**src/rtl/btn_evt_pkg.sv**
```systemverilog
// Shared constants for the button-event port: bus select codes and the
// bit layout of event and status words.
package btn_evt_pkg;

  localparam logic SEL_STATUS = 1'b0;
  localparam logic SEL_DATA   = 1'b1;

  localparam int EVT_VLD_BIT = 31;
  localparam int EVT_REL_BIT = 30;
  localparam int EVT_IDX_LSB = 24;
  localparam int EVT_IDX_W   = 3;

  localparam int STAT_OVF_BIT   = 31;
  localparam int STAT_EMPTY_BIT = 30;
  localparam int STAT_FULL_BIT  = 29;
  localparam int STAT_LVL_LSB   = 16;
  localparam int STAT_CNT_W     = 5;

endpackage

```
**src/rtl/btn_debounce.sv**
```systemverilog
// One button: 2-flop synchroniser plus a saturating debounce counter.
// ready rises once DB_CNT differing samples are seen; the stable level flips only on commit.
module btn_debounce #(
  parameter int DB_CNT = 4
) (
  input  logic clk,
  input  logic rstn,
  input  logic btn,
  input  logic sample_en,
  input  logic commit,
  output logic ready,
  output logic level
);

  localparam int CNT_W = $clog2(DB_CNT + 1);

  logic             sync1;
  logic             sync2;
  logic [CNT_W-1:0] cnt;

  assign ready = (cnt == CNT_W'(DB_CNT));

  always_ff @(posedge clk) begin
    if (!rstn) begin
      sync1 <= 1'b0;
      sync2 <= 1'b0;
      cnt   <= '0;
      level <= 1'b0;
    end else begin
      sync1 <= btn;
      sync2 <= sync1;
      // A waiting button holds its saturated count until the arbiter picks it.
      if (commit) begin
        level <= ~level;
        cnt   <= '0;
      end else if (sample_en) begin
        if (sync2 == level) begin
          cnt <= '0;
        end else if (!ready) begin
          cnt <= cnt + CNT_W'(1);
        end
      end
    end
  end

endmodule

```
**src/rtl/btn_event_port.sv**
```systemverilog
// Button-event port: debounced press/release events, timestamped and queued for CPU reads.
// Read data is registered one clk after bus_rd; events arriving on a full FIFO are dropped and flagged.
module btn_event_port
  import btn_evt_pkg::*;
#(
  parameter int NBTN   = 5,
  parameter int DEPTH  = 8,
  parameter int DB_CNT = 4,
  parameter int TS_W   = 16
) (
  input  logic            clk,
  input  logic            rstn,
  input  logic [NBTN-1:0] btn_i,
  input  logic            sample_en,
  input  logic            bus_rd,
  input  logic            bus_sel,
  output logic [31:0]     bus_rdata,
  output logic            irq
);

  localparam int AW = $clog2(DEPTH);
  localparam int CW = AW + 1;

  logic [NBTN-1:0]      ready;
  logic [NBTN-1:0]      commit;
  logic [NBTN-1:0]      level;
  logic [31:0]          mem [DEPTH];
  logic [AW-1:0]        wr_ptr;
  logic [AW-1:0]        rd_ptr;
  logic [CW-1:0]        count;
  logic [TS_W-1:0]      ts;
  logic                 ovf;
  logic                 empty;
  logic                 full;
  logic                 push_req;
  logic                 push;
  logic                 pop;
  logic                 drop;
  logic                 rel;
  logic [EVT_IDX_W-1:0] cidx;
  logic [31:0]          evt;
  logic [31:0]          status;

  for (genvar g = 0; g < NBTN; g++) begin : g_btn
    btn_debounce #(.DB_CNT(DB_CNT)) u_db (
      .clk       (clk),
      .rstn      (rstn),
      .btn       (btn_i[g]),
      .sample_en (sample_en),
      .commit    (commit[g]),
      .ready     (ready[g]),
      .level     (level[g])
    );
  end

  // Fixed priority: lowest ready index wins, others wait for later cycles.
  always_comb begin
    commit   = '0;
    cidx     = '0;
    rel      = 1'b0;
    push_req = 1'b0;
    for (int i = 0; i < NBTN; i++) begin
      if (ready[i] && !push_req) begin
        push_req  = 1'b1;
        commit[i] = 1'b1;
        cidx      = EVT_IDX_W'(i);
        rel       = level[i];
      end
    end
  end

  always_comb begin
    evt                              = '0;
    evt[EVT_VLD_BIT]                 = 1'b1;
    evt[EVT_REL_BIT]                 = rel;
    evt[EVT_IDX_LSB +: EVT_IDX_W]    = cidx;
    evt[TS_W-1:0]                    = ts;
  end

  assign empty = (count == '0);
  assign full  = (count == CW'(DEPTH));
  assign pop   = bus_rd && (bus_sel == SEL_DATA) && !empty;
  assign push  = push_req && (!full || pop);
  assign drop  = push_req && full && !pop;

  always_comb begin
    status                          = '0;
    status[STAT_OVF_BIT]            = ovf;
    status[STAT_EMPTY_BIT]          = empty;
    status[STAT_FULL_BIT]           = full;
    status[STAT_LVL_LSB +: NBTN]    = level;
    status[STAT_CNT_W-1:0]          = STAT_CNT_W'(count);
  end

  always_ff @(posedge clk) begin
    if (rstn && push) begin
      mem[wr_ptr] <= evt;
    end
  end

  always_ff @(posedge clk) begin
    if (!rstn) begin
      wr_ptr    <= '0;
      rd_ptr    <= '0;
      count     <= '0;
      ovf       <= 1'b0;
      ts        <= '0;
      bus_rdata <= '0;
      irq       <= 1'b0;
    end else begin
      if (sample_en) begin
        ts <= ts + TS_W'(1);
      end
      if (push) begin
        wr_ptr <= wr_ptr + AW'(1);
      end
      if (pop) begin
        rd_ptr <= rd_ptr + AW'(1);
      end
      case ({push, pop})
        2'b10:   count <= count + CW'(1);
        2'b01:   count <= count - CW'(1);
        default: count <= count;
      endcase
      // A drop in the same cycle as a STATUS read keeps the flag set.
      if (drop) begin
        ovf <= 1'b1;
      end else if (bus_rd && (bus_sel == SEL_STATUS)) begin
        ovf <= 1'b0;
      end
      if (bus_rd) begin
        bus_rdata <= (bus_sel == SEL_DATA) ? (empty ? 32'h0 : mem[rd_ptr]) : status;
      end
      irq <= !empty;
    end
  end

endmodule

```
**config.mk**
```make
export PLATFORM = sky130hd
export DESIGN_NAME = btn_event_port
export DESIGN_NICKNAME = d
export VERILOG_FILES = /design/src/rtl/btn_evt_pkg.sv /design/src/rtl/btn_debounce.sv /design/src/rtl/btn_event_port.sv
export SDC_FILE = /design/constraint.sdc
export NUM_CORES = 1
export LEC_CHECK = 0
export CAP_MARGIN = 20
export CORE_MARGIN = 1.5
export CORE_UTILIZATION = 60
export CTS_BUF_LIST = sky130_fd_sc_hd__clkbuf_8 sky130_fd_sc_hd__clkbuf_16
export CTS_CLUSTER_SIZE = 25
export DETAILED_ROUTE_END_ITERATION = 8
export GPL_ROUTABILITY_DRIVEN = 0
export PLACE_DENSITY = 0.85
export SYNTH_ARGS = -nofsm -noshare
export SYNTH_HDL_FRONTEND = slang
export SYNTH_SLANG_ARGS = --single-unit
```
**constraint.sdc**
```tcl
create_clock -name clk -period 4.4 [get_ports clk]
set_input_delay 0.44 -clock clk [delete_from_list [all_inputs] [get_ports clk]]
set_output_delay 0.44 -clock clk [all_outputs]
set_load 0.1 [all_outputs]
```
==> results of run 1 <==
==> sequential cells by signal, indices dropped and copies added, names as in the netlist, named ones only <==
signal	cells
ovf	1
ts	16
count	4
mem	160
g_btn.u_db.level	5
wr_ptr	3
g_btn.u_db.sync1	5
bus_rdata	27
rd_ptr	3
g_btn.u_db.cnt	15
irq	1
g_btn.u_db.sync2	5
==> layer usage <==
layer  vias to the layer above  wire (um)
li1                       2611          -
met1                      2884       7650
met2                       240      10400
met3                        42       1160
met4                         0        637
met5                         -          0
==> cell type report <==
cell class / instances / area, um^2 / share of cell area [%]
Clock inverter: 16 / 151 / 1.34
Tap cell: 216 / 270 / 2.39
Clock buffer: 28 / 678 / 6.00
Timing Repair Buffer: 53 / 510 / 4.52
Sequential cell: 248 / 6570 / 58.1
Multi-Input combinational cell: 371 / 3040 / 26.9
Inverter: 21 / 78.8 / 0.698
==> cell families after synthesis <==
logic type	count (synthesis)	share of synthesized area, %
other	1	0.0381
buffers and inverters	62	2.84
adders and majority gates	14	1.78
DFF	248	66.7
AOI/OAI and AO/OA	79	4.87
and+or+nand+nor	174	8.91
xor gates and xnor gates	28	2.49
muxes	71	12.3
==> power breakdown <==
| group | internal, mW | switching (mW) |
|---|---|---|
| Sequential | 2.47 | 0.0150 |
| Combinational | 0.0394 | 0.0910 |
| Clock | 1.27 | 0.833 |
| Total | 3.78 | 0.939 |
==> critical path, delay by kind of cell (launching register included) <==
kind,cells,cell delay (ns)
AOI/OAI and AO/OA,3,1.18
and+or+nand+nor,3,0.98
DFF,1,0.37
xor gates and xnor gates,1,0.21
adders and majority gates,2,0.43
buffers and inverters,1,0.06
==> cells in the final DEF, fill, tap and decap left out, types with 7 or more instances in the layout <==
cell and n:
o21ai_0 28, and2_1 11, mux2i_1 30, ha_1 14
xor2_1 14, dfxtp_1 87, mux4_2 40, edfxtp_1 160
inv_1 28, xnor2_1 14, nand4_1 7, buf_4 15
a21oi_1 23, nand2_1 51, nand2b_1 8, clkdlybuf4s50_1 37
nand3_1 19, nor2_1 36, or3_1 7, clkbuf_16 26
==> worst paths after layout <==
path / slack (ns) / startpoint / endpoint
max: 1.08 / g_btn[1].u_db.cnt[1] / count[2]
min: 0.43 / g_btn[4].u_db.sync1 / g_btn[4].u_db.sync2
max reg2reg: 1.08 / g_btn[1].u_db.cnt[1] / count[2]
min reg2reg: 0.43 / g_btn[4].u_db.sync1 / g_btn[4].u_db.sync2
==> stage by stage <==
| step | total power [mW] | cells | instance area (um^2) |
|---|---|---|---|
| detailed placement | 2.66 | 908 | 10400 |
| global route | 4.85 | 953 | 11300 |
| CTS | 4.74 | 952 | 11300 |
| global placement | 2.65 | 908 | 10400 |
| floorplan | 2.63 | 681 | 9860 |
| finish | 4.72 | 953 | 11300 |
==> results.md, run 1 <==
* Outcome: finished, final reports clean
* H-tree lvl count at 1
* CTS clk-pin slew, worst paths at 0.06 ns
* Initial antenna violation count at 0
* Total wire length at 19.9 mm
* VDD IR max at 0.254 mV
* DRT antenna net count at 0
* Post-CTS setup buffer count at 0
* RSZ-0062 raised after global routing: no
* Relative slew slack at 33.5%
* Maximum fanout along the worst path at 7
* IO Pins at 43
* Area growth syn-to-layout at 14.8%
* Final setup vio count at 0
* Post-CTS resize count at 0
* Register bit total from synthesis at 248
* Clock skew at 0.00988 ns
* Worst EP required at 4.82 ns
* P_leak at 3.74 nW
* Post-layout util at 70.9%
* Fillers at 982
* Average instance area after synthesis at 14.5 um^2
* Min-delay worst type: flop to flop
* Worst-Margin Slew at 0.995 ns
* Fin Setup TNS at 0 ns
* Routed via count at 5777
* Critical path cell sequence: inv_1, ha_1, a222oi_1, and3_1, nand2_1, xnor2_1, ha_1, o21ai_0, or3_1, a221oi_2
* Initial DRC Count at 496
* Prevailing post-synth register cell: edfxtp_1
* Clock sink count at 248
* Die W at 131 um
* Hold WS at 0.429 ns
* Final Critical Period at 3.32 ns
* Startpoint Class: flop
* Slowest stage cell, crit path: a222oi_1
* Slew Viols, Final at 0
* GRT met2 Usage at 41.9%
* GRT Overall Usage at 24.2%
* Via-per-instance ratio at 6.06
* CP arrival at 3.73 ns
* Leading area contributor after synthesis: edfxtp_1
* # rows at 46
* Clk_lat worst skew at 0.51 ns
* Netlist cell types at 53
* Input/output buffers at 37
* Die Ht at 131 um
* Congestion Overflow GR at 0
* Met1 Use GR at 30.7%
* Critical Path Max Stage Delay at 0.79 ns
* Post-Place Worst Slack at 1.03 ns
* Final Worst Setup Slack at 1.08 ns
* CP most frequent cell: ha_1
* Max_cap viols at 0
* Final hold violation count at 0
* Wire per inst at 20.9 um
* Post-DP HPWL at 11.7 mm
* Met3 global-route usage at 4.18%
* Cell area power density at 417 nW/um^2
* Layout cell share with drive strength beyond 1 at 14.0%
* Top area cells in the synthesized netlist: edfxtp_1 (49%), dfxtp_1 (18%), mux4_2 (9.2%), mux2i_1 (3.1%), nand2_1 (1.9%)
* Post-synth top area share at 48.8%
* CTS tree: yes
* Ant diodes at 0
* Starting Density at 61.7%
* Global route hottest layer: met2
* Crit Path Class: flop to flop
* Die area at 17200 um^2
* Post-synth EDFFs at 160
* Hold Crit Depth at 1
* Drt drc at 0
* Root Buffer: clkbuf_16
* Top cells by count, synth: edfxtp_1 (160), dfxtp_1 (88), nand2_1 (51)
* Clk buf depth at 3
* Largest net degree at the start of global routing at 43
* Vias in the first global route at 5971
* CORE AREA at 15900 um^2
* Syn. warnings at 0
* Critical path endpoint category: flop
* CTS Hold Bufs at 0
* Ys async rst share at 0%
* DRT Pass-1 Iters at 5
* Cell count after synthesis at 677
* Layout net count at 743
* Tcrit/Tclk final at 75.4%
* First-pass GRT wire length at 31.3 mm
* Most common cell in the netlist: edfxtp_1
* Post-synthesis sequential area ratio at 66.7%
* CTS buffer count at 24
* FF-to-FF path depth at 10
* Max Fclk at 302 MHz
* Mapped Area at 9840 um^2
Power figures use the tool's default switching activity.
==> run 2: changes to the inputs <==
Settings changed: CORE_UTILIZATION 60 to 54, PLACE_DENSITY 0.85 to 0.81.
Clock period 4.4 ns to 2.9 ns, I/O delays scaled along.
==> results.md, run 2 (same netlist as run 1, synthesis figures left out) <==
* DRT Pass-1 Iters at 5
* Starting Density at 55.0%
* Commonest non-fill, non-tap cell in the layout: edfxtp_1
* Drt drc at 0
* CTS clk-pin slew, worst paths at 0.06 ns
* GRT Overall Usage at 21.0%
* Final setup vio count at 0
* Initial antenna violation count at 0
* Clock sink count at 248
* Dpl cell area at 10500 um^2
* Worst-Margin Slew at 0.924 ns
* Max_cap viols at 0
* Crit Path Class: flop to flop
* Root Buffer: clkbuf_16
* CTS buffer count at 25
* Wire per inst at 19.7 um
* Max Fclk at 382 MHz
* Slowest stage cell, crit path: nor4_2
* Layout cell share with drive strength beyond 1 at 18.8%
* Maximum fanout along the worst path at 16
* Final Critical Period at 2.61 ns
* Clk buf depth at 3
* Sw frac at 20.3%
* PnR Total Power at 6.90 mW
* Most frequent cells in the layout: edfxtp_1 (160), dfxtp_1 (87), nand2_1 (51), buf_4 (51), mux4_2 (40)
* Int Pwr at 5.50 mW
* VDD IR max at 0.406 mV
* Reg with most FFs: mem
* Worst EP required at 3.08 ns
* Critical path cell sequence: inv_1, ha_1, a222oi_1, buf_4, nand3_2, nand2_1, nor4_2, buf_4
* First-pass GRT wire length at 30.1 mm
* H-tree lvl count at 1
* Relative slew slack at 38.3%
* Combinational power share at 2.9%
* Routed via count at 5813
* Post-CTS setup buffer count at 0
* Cell area after layout at 11200 um^2
* CP arrival at 2.80 ns
* Cell area power density at 615 nW/um^2
* Total wire length at 19.2 mm
* Post-DP HPWL at 11.7 mm
* Initial DRC Count at 488
* Top flop regs: mem x160, bus_rdata x27, ts x16
* Slew Viols, Final at 0
* Ant diodes at 0
* P_leak at 3.82 nW
* Vias in the first global route at 5824
* # rows at 49
* CP most frequent cell: buf_4
* Die area at 19000 um^2
* Seq pwr share at 54.6%
* Tcrit/Tclk final at 90.2%
* Final Non-Filler Cells at 975
* IO Pins at 43
* Startpoint Class: flop
* DRT antenna net count at 0
* Placed insts at 930
* Min-delay worst type: input pin to flop
* Area growth syn-to-layout at 14.1%
* Critical path endpoint category: flop
* Critical Path Max Stage Delay at 0.57 ns
* Post-CTS resize count at 0
* Die W at 138 um
* Sw Pwr at 1.40 mW
* Largest net degree at the start of global routing at 43
* Clock skew at 0.0165 ns
* RSZ-0062 raised after global routing: no
* Largest register FFs at 160
* CORE AREA at 17900 um^2
* Congestion Overflow GR at 0
* Outcome: finished, final reports clean
* Via-per-instance ratio at 5.96
* Die Ht at 138 um
* Final hold violation count at 0
* Clk pwr share at 42.5%
* Layout net count at 752
* Clk_lat worst skew at 0.51 ns
* CTS tree: yes
* CTS Hold Bufs at 0
* Input/output buffers at 37
==> run 2: changes by cell type in the layout (fill, tap and decap cells not counted), sizes merged <==
cell           before  now
buf                16   52
clkdlybuf4s50      37    9
clkinv              4    9
bufinv              3    1
clkinvlp            2    0
clkbuf             28   27
inv                28   29
==> run 2: path summary, 6_finish.rpt <==
kind                                      startpoint                   to  slack [ns]  cells after the start
worst min register to register   g_btn[3].u_db.sync1  g_btn[3].u_db.sync2        0.43                      1
worst max register to register  g_btn[2].u_db.cnt[0]            mem[2][5]        0.29                      8
worst min-delay path                        btn_i[3]  g_btn[3].u_db.sync1        0.36                      2
worst max-delay path            g_btn[2].u_db.cnt[0]            mem[2][5]        0.29                      8
==> run 2: cell type report <==
type	count	area [um^2]
flip-flops and latches	248	6570
clock inverters	18	101
multi-input cells	371	3050
well taps	229	287
clock buffers	27	653
inverters	21	78.8
repair buffers	61	493
fillers	1271	6680
==> run 2: critical path: cells and delay by family, from the launching register on <==
kind,cells,cell delay [ns]
DFF,1,0.31
AOI/OAI and AO/OA,1,0.13
buffers and inverters,3,0.65
and+or+nand+nor,3,0.95
adders and majority gates,1,0.25
==> run 2: per-stage QoR <==
step	setup TNS [ns]	util [%]	hold slack, ns	setup slack, ns
6_report	0	62.7	0.357	0.285
5_1_grt	0	62.7	0.360	0.0859
4_1_cts	0	62.7	0.345	0.284
3_5_place_dp	0	58.5	0.422	0.326
3_3_place_gp	0	58.5	0.415	0.429
2_1_floorplan	-21.81	-	0.412	-0.545
==> run 2: power by group through the flow <==
| stage | Clock (mW) | Combinational, mW | Sequential, mW |
|---|---|---|---|
| 6_report | 2.93 | 0.203 | 3.77 |
| 5_1_grt | 3.12 | 0.218 | 3.77 |
| 4_1_cts | 2.99 | 0.202 | 3.76 |
| 3_5_place_dp | 0 | 0.201 | 3.84 |
| 3_3_place_gp | 0 | 0.191 | 3.84 |
| 2_1_floorplan | 0 | 0.127 | 3.86 |
==> run 2: layer usage <==
metal | routed length (um) | track usage, % | vias to the layer above | share of wire, %
met5 | 0 | 0 | - | 0
met4 | 559 | 7.81 | 0 | 2.9
met3 | 1200 | 3.18 | 49 | 6.3
met2 | 9650 | 36.1 | 236 | 50
met1 | 7800 | 27.0 | 2908 | 41
li1 | - | - | 2620 | -
